--- src/rtl/clk_pkg.sv ---
// Shared types and helpers for the clock ratio meter.
// Declarations only, no timing.
// No flow control involved.
package clk_pkg;

  typedef enum logic [1:0] {
    ST_IDLE,
    ST_SEEK,
    ST_MEASURE,
    ST_LOCKED
  } meas_state_e;

  // Saturation value of a (width+1)-bit period counter: one past the
  // largest reportable period, so reaching it means "no edge in time".
  function automatic int unsigned cnt_sat_val(input int unsigned width);
    return 32'd1 << width;
  endfunction

endpackage

--- src/rtl/edge_rise_det.sv ---
// Registered rising-edge detector for a single synchronous signal.
// Latency: o_rise is combinational from i_d against the previous-cycle sample.
// No flow control; samples every cycle.
module edge_rise_det #(
  parameter logic RST_VAL = 1'b0
) (
  input  logic i_clk,
  input  logic i_arst_n,
  input  logic i_d,
  output logic o_rise
);

  logic d_q;

  // Keep last cycle's sample; RST_VAL=1 stops a high level out of reset from looking like an edge.
  always_ff @(posedge i_clk or negedge i_arst_n) begin
    if (!i_arst_n) begin
      d_q <= RST_VAL;
    end else begin
      d_q <= i_d;
    end
  end

  assign o_rise = i_d & ~d_q;

endmodule

--- src/rtl/clk_ratio_meter.sv ---
// Measures period/high time of a synchronously derived clock, reports ratio, lock and stop.
// Latency: outputs register on the edge that samples a monitored rising edge (visible next cycle).
// No backpressure: o_valid is a single-cycle pulse that must be consumed when seen.
module clk_ratio_meter
  import clk_pkg::*;
#(
  parameter int WIDTH    = 8,
  parameter int LOCK_CNT = 4
) (
  input  logic             i_clk,
  input  logic             i_arst_n,
  input  logic             i_en,
  input  logic             i_mon_clk,
  output logic [WIDTH-1:0] o_ratio,
  output logic [WIDTH-1:0] o_high_cnt,
  output logic             o_valid,
  output logic             o_locked,
  output logic             o_timeout
);

  localparam int CNT_W   = WIDTH + 1;
  localparam int MATCH_W = $clog2(LOCK_CNT + 1);
  localparam logic [CNT_W-1:0]   CNT_SAT   = CNT_W'(cnt_sat_val(WIDTH));
  localparam logic [WIDTH-1:0]   HI_MAX    = '1;
  localparam logic [MATCH_W-1:0] MATCH_MAX = MATCH_W'(LOCK_CNT);

  meas_state_e        state;
  logic               mon_rise;
  logic [CNT_W-1:0]   cnt;
  logic [CNT_W-1:0]   prev_per;
  logic               prev_vld;
  logic [WIDTH-1:0]   hi;
  logic [MATCH_W-1:0] match;
  logic [MATCH_W-1:0] match_nxt;
  logic               cnt_sat;
  logic               meas_act;
  logic               per_same;
  logic               lock_hit;

  // The edge register runs regardless of i_en so re-enabling on a high level is not an edge.
  edge_rise_det #(
    .RST_VAL (1'b1)
  ) u_mon_edge (
    .i_clk    (i_clk),
    .i_arst_n (i_arst_n),
    .i_d      (i_mon_clk),
    .o_rise   (mon_rise)
  );

  assign cnt_sat   = (cnt == CNT_SAT);
  assign meas_act  = (state == ST_MEASURE) || (state == ST_LOCKED);
  // prev_vld guards the first period after SEEK, which has nothing to compare against.
  assign per_same  = prev_vld && (cnt == prev_per);
  assign match_nxt = !per_same             ? '0    :
                     (match == MATCH_MAX)  ? match : match + 1'b1;
  assign lock_hit  = (match_nxt == MATCH_MAX);

  // Period and high-time counters: restart at 1 on each rising edge, saturate otherwise.
  always_ff @(posedge i_clk or negedge i_arst_n) begin
    if (!i_arst_n) begin
      cnt <= '0;
      hi  <= '0;
    end else if (!i_en) begin
      cnt <= '0;
      hi  <= '0;
    end else if (mon_rise) begin
      cnt <= CNT_W'(1);
      hi  <= WIDTH'(1);
    end else begin
      if (!cnt_sat) begin
        cnt <= cnt + 1'b1;
      end
      if (i_mon_clk && (hi != HI_MAX)) begin
        hi <= hi + 1'b1;
      end
    end
  end

  // Measurement FSM: publishes each completed period, tracks consecutive matches, detects a stopped clock.
  always_ff @(posedge i_clk or negedge i_arst_n) begin
    if (!i_arst_n) begin
      state      <= ST_IDLE;
      prev_per   <= '0;
      prev_vld   <= 1'b0;
      match      <= '0;
      o_ratio    <= '0;
      o_high_cnt <= '0;
      o_valid    <= 1'b0;
      o_locked   <= 1'b0;
      o_timeout  <= 1'b0;
    end else if (!i_en) begin
      state      <= ST_IDLE;
      prev_per   <= '0;
      prev_vld   <= 1'b0;
      match      <= '0;
      o_ratio    <= '0;
      o_high_cnt <= '0;
      o_valid    <= 1'b0;
      o_locked   <= 1'b0;
      o_timeout  <= 1'b0;
    end else begin
      o_valid <= 1'b0;
      case (state)
        ST_IDLE: begin
          state    <= ST_SEEK;
          prev_vld <= 1'b0;
          match    <= '0;
        end
        ST_SEEK: begin
          if (mon_rise) begin
            state <= ST_MEASURE;
          end
        end
        ST_MEASURE, ST_LOCKED: begin
          if (cnt_sat) begin
            // A rise landing on saturation is treated as SEEK's first edge: counting restarts without a report.
            o_timeout  <= 1'b1;
            o_locked   <= 1'b0;
            o_ratio    <= '0;
            o_high_cnt <= '0;
            match      <= '0;
            prev_per   <= '0;
            prev_vld   <= 1'b0;
            state      <= mon_rise ? ST_MEASURE : ST_SEEK;
          end else if (mon_rise) begin
            o_ratio    <= cnt[WIDTH-1:0];
            o_high_cnt <= hi;
            o_valid    <= 1'b1;
            o_timeout  <= 1'b0;
            match      <= match_nxt;
            prev_per   <= cnt;
            prev_vld   <= 1'b1;
            if (lock_hit) begin
              state    <= ST_LOCKED;
              o_locked <= 1'b1;
            end else begin
              state    <= ST_MEASURE;
              o_locked <= 1'b0;
            end
          end
        end
        default: begin
          state <= ST_IDLE;
        end
      endcase
    end
  end

endmodule

--- config.mk ---
export PLATFORM = sky130hd
export DESIGN_NAME = clk_ratio_meter
export DESIGN_NICKNAME = d
export VERILOG_FILES = /design/src/rtl/clk_pkg.sv /design/src/rtl/edge_rise_det.sv /design/src/rtl/clk_ratio_meter.sv
export SDC_FILE = /design/constraint.sdc
export NUM_CORES = 1
export LEC_CHECK = 0
export CAP_MARGIN = 0
export CORE_MARGIN = 2
export CORE_UTILIZATION = 30
export CTS_CLUSTER_SIZE = 24
export DETAILED_ROUTE_END_ITERATION = 12
export PLACE_DENSITY = 0.49
export SYNTH_ARGS = -nofsm -noshare
export SYNTH_HDL_FRONTEND = slang
export SYNTH_SLANG_ARGS = --single-unit
--- constraint.sdc ---
create_clock -name i_clk -period 1.95 [get_ports i_clk]
set_input_delay 0.2925 -clock i_clk [delete_from_list [all_inputs] [get_ports i_clk]]
set_output_delay 0.2925 -clock i_clk [all_outputs]
set_load 0.02 [all_outputs]
==> flow_summary.toml <==
[outcome]
status = "completed"

[floorplanning]
rows = 31
start_util = 0.310
core_um2 = 7290
die_h_um = 90.8
die-area_um2 = 8250
die_width_um = 90.8
io_pins = 23

[grt]
grt-ovfl-total = 0
grt_util_met1 = 0.178
met3_usage = 0.0309
grt_pass1_vias = 1610
met2_usage = 0.183
grt.busiest_layer = "met2"
grtUsageTotal = 0.124
antenna_found_initial = 0
grt_max_degree = 45
grt_pass1_wl_um = 8130

[detailed_routing]
drt_iter0_markers = 128
wl_per_cell_um = 13.1
viasPerCell = 4.63
ant_nets = 0
first_pass_iters = 4
num_vias = 1659
drc_errors = 0
wirelength_um = 4700

[logic_synthesis]
synth_compound_area_frac = 0.133
synth-seq-cells = 44
synthSimpleGateAreaFrac = 0.194
syn_inst = 223
synth_top_family_by_area = "simple AND/OR/NAND/NOR gates"
syn_avg_cell_area_um2 = 10.1
yosysUniqueCellTypes = 41
synth_xor_area_frac = 0.0813
ys.warnings.count = 0
synth_fa_ha_area_frac = 0.0277
synth_fp_nets = 232
synth_mux_area_frac = 0.00940
synth_seq_area_share = 0.487
syn_area_um2 = 2260

[timing]
worst_slew_pin_slew_ns = 0.601
rsz0062_at_grt = "yes"
finalSetupViolations = 0
slew-limit-headroom = 0.598
finalClockSkew_ns = 0.00808
fin_crit_sh = 0.978
drv_slew = 0
hold_viol = 0
max_freq_mhz = 524
timing.setup.tns_ns = 0
timing.final.crit_period_ns = 1.91

[clock_tree]
clock_latency_ns = 0.29
clkTransAtPathRegs_ns = 0.08
cts_max_path_buffers = 2
cts_tree = "done"
root_buffer = "clkbuf_8"
cts_buffers = 5
cts_max_level = 2
clock_sinks = 44

[finish]
diodes = 0
fin_nets = 267
final_layout_size_suffix_gt1_frac = 0.174
design_area_um2 = 2800
syn_to_final_growth_pct = 23.9

[hold_path]
hp-class = "in -> async"

[critical_path]
worstSetupStartpointType = "flip-flop"
criticalPathCategory = "reg -> reg"
cp.required_ns = 2.13
worst-path-max-fanout = 9
arrival_ns = 2.09
crit_path_end_kind = "flip-flop"

[placement]
finalWeightedCongestion = 0.778
numPortBuffers = 22
dp_hpwl_um = 3360
place_area_um2 = 2670

[pwr]
ir_drop_v = 0.000361
power.leakage_nw = 1.16
powerDensity_nw_per_um2 = 611

[flow_run]
drv_cap = 0
-- sequential cells by signal, summed over array words and instances, names as in the netlist --
signal	count
o_high_cnt	8
o_valid	1
prev_per	2
o_locked	1
prev_vld	1
o_timeout	1
u_mon_edge.d_q	1
hi	8
cnt	9
o_ratio	7
state	2
match	3
-- through the flow --
stage / power [mW] / setup slack, ns / hold WS [ns] / utilization / cells
final: 1.71 / 0.0430 / 0.486 / 0.385 / 358
after detailed placement: 1.13 / -0.0274 / 0.290 / 0.366 / 348
after global placement: 1.13 / -0.0173 / 0.295 / 0.366 / 348
after floorplan: 1.05 / 0.0535 / -0.00309 / - / 223
after global routing: 1.80 / -0.0203 / 0.521 / 0.385 / 358
after CTS: 1.73 / 0.00543 / 0.494 / 0.380 / 357
-- worst paths after layout --
check	from	to	slack, ns	cells past startpoint
setup / recovery	cnt[0]	o_high_cnt[3]	0.04	7
min in group i_clk	o_timeout	o_timeout	0.49	2
hold reg to reg	o_timeout	o_timeout	0.49	2
setup reg to reg	cnt[0]	o_high_cnt[3]	0.04	7
hold / removal	i_arst_n	o_high_cnt[7]	0.49	3
max in group asynchronous	i_arst_n	u_mon_edge.d_q	1.19	3
-- final cells by class --
| cell class | instances | area (um2) |
|---|---|---|
| Fill cell | 773 | 4490 |
| Sequential cell | 44 | 1100 |
| Multi-Input combinational cell | 153 | 1030 |
| Timing Repair Buffer | 45 | 419 |
| Tap cell | 99 | 124 |
| Clock buffer | 8 | 90.1 |
| Inverter | 9 | 38.8 |
-- cells in the final DEF, fill, tap and decap left out, drive strengths merged --
master,Yosys,routed
nand3,9,9
clkbuf,2,8
o2111ai,1,1
and3,3,3
a21oi,11,11
o32ai,1,1
nor3,4,4
nor2,14,14
a22o,8,8
dlygate4sd3,0,1
nand3b,2,2
ha,5,5
o311a,1,1
o21ai,13,13
nor2b,1,1
inv,8,8
o22ai,1,1
or2,1,1
or3,3,3
clkdlybuf4s50,0,21
nand2b,3,3
xor2,6,6
or4b,2,2
dfrtp,43,43
nor4,3,3
a31oi,1,1
buf,15,23
clkinv,1,1
nand4,8,8
mux2,1,1
o31ai,3,3
xnor2,15,15
nand2,31,31
dfstp,1,1
o21a,1,1
mux2i,1,1
-- cells by family after synthesis --
kind of cell | after synthesis
adder cells (fa/ha/maj) | 5
AO/OA/AOI/OAI | 41
multiplexers | 2
XOR/XNOR | 21
flip-flops | 44
AND/OR/NAND/NOR | 84
buffers and inverters | 26
-- what timing repair did --
action,in CTS,in global routing
hold buffers,1,0
pin swaps,1,7
endpoints found under the hold margin,43,0
buffers inserted,0,2
endpoints found under the setup margin,8,18
resized for setup,1,7
cloned,0,0
-- worst max-delay path, cell delays in order, from the launching register on --
cell and delay [ns]:
dfrtp_1 0.39, inv_2 0.08, ha_4 0.12, or4b_4 0.53, o2111ai_4 0.25, buf_6 0.15, inv_6 0.04, a22o_1 0.22
-- power by group --
part           switching, mW  internal [mW]
sequential            0.0134          0.926
clock                  0.307          0.290
combinational          0.104         0.0730
total                  0.425           1.29
-- synthesized netlist by cell type (all sizes together) --
master	instances	area, um2
mux2	1	11.3
nand4	8	50.1
o32ai	1	8.76
nor4	3	25.0
and3	3	18.8
o311a	1	10.0
mux2i	1	10.0
xor2	6	52.6
dfrtp	43	1080
nand3	9	45.0
xnor2	15	131
a31oi	1	6.26
or2	1	8.76
a21oi	11	55.1
nor3	4	20.0
or3	3	18.8
a22o	8	70.1
nand2	31	116
o22ai	1	20.0
o21ai	13	65.1
ha	5	62.6
nor2	14	68.8
inv	8	32.5
nand2b	3	18.8
buf	15	108
clkinv	1	3.75
or4b	2	27.5
dfstp	1	26.3
nor2b	1	6.26
o31ai	3	32.5
nand3b	2	15.0
clkbuf	2	7.51
o21a	1	7.51
o2111ai	1	26.3
-- metal layers --
layer | share of wire | routed length (um)
met1 | 0.50 | 2370
met2 | 0.43 | 2030
met3 | 0.053 | 248
met4 | 0.0098 | 46
met5 | 0 | 0
(Power assumes the default switching activity.)
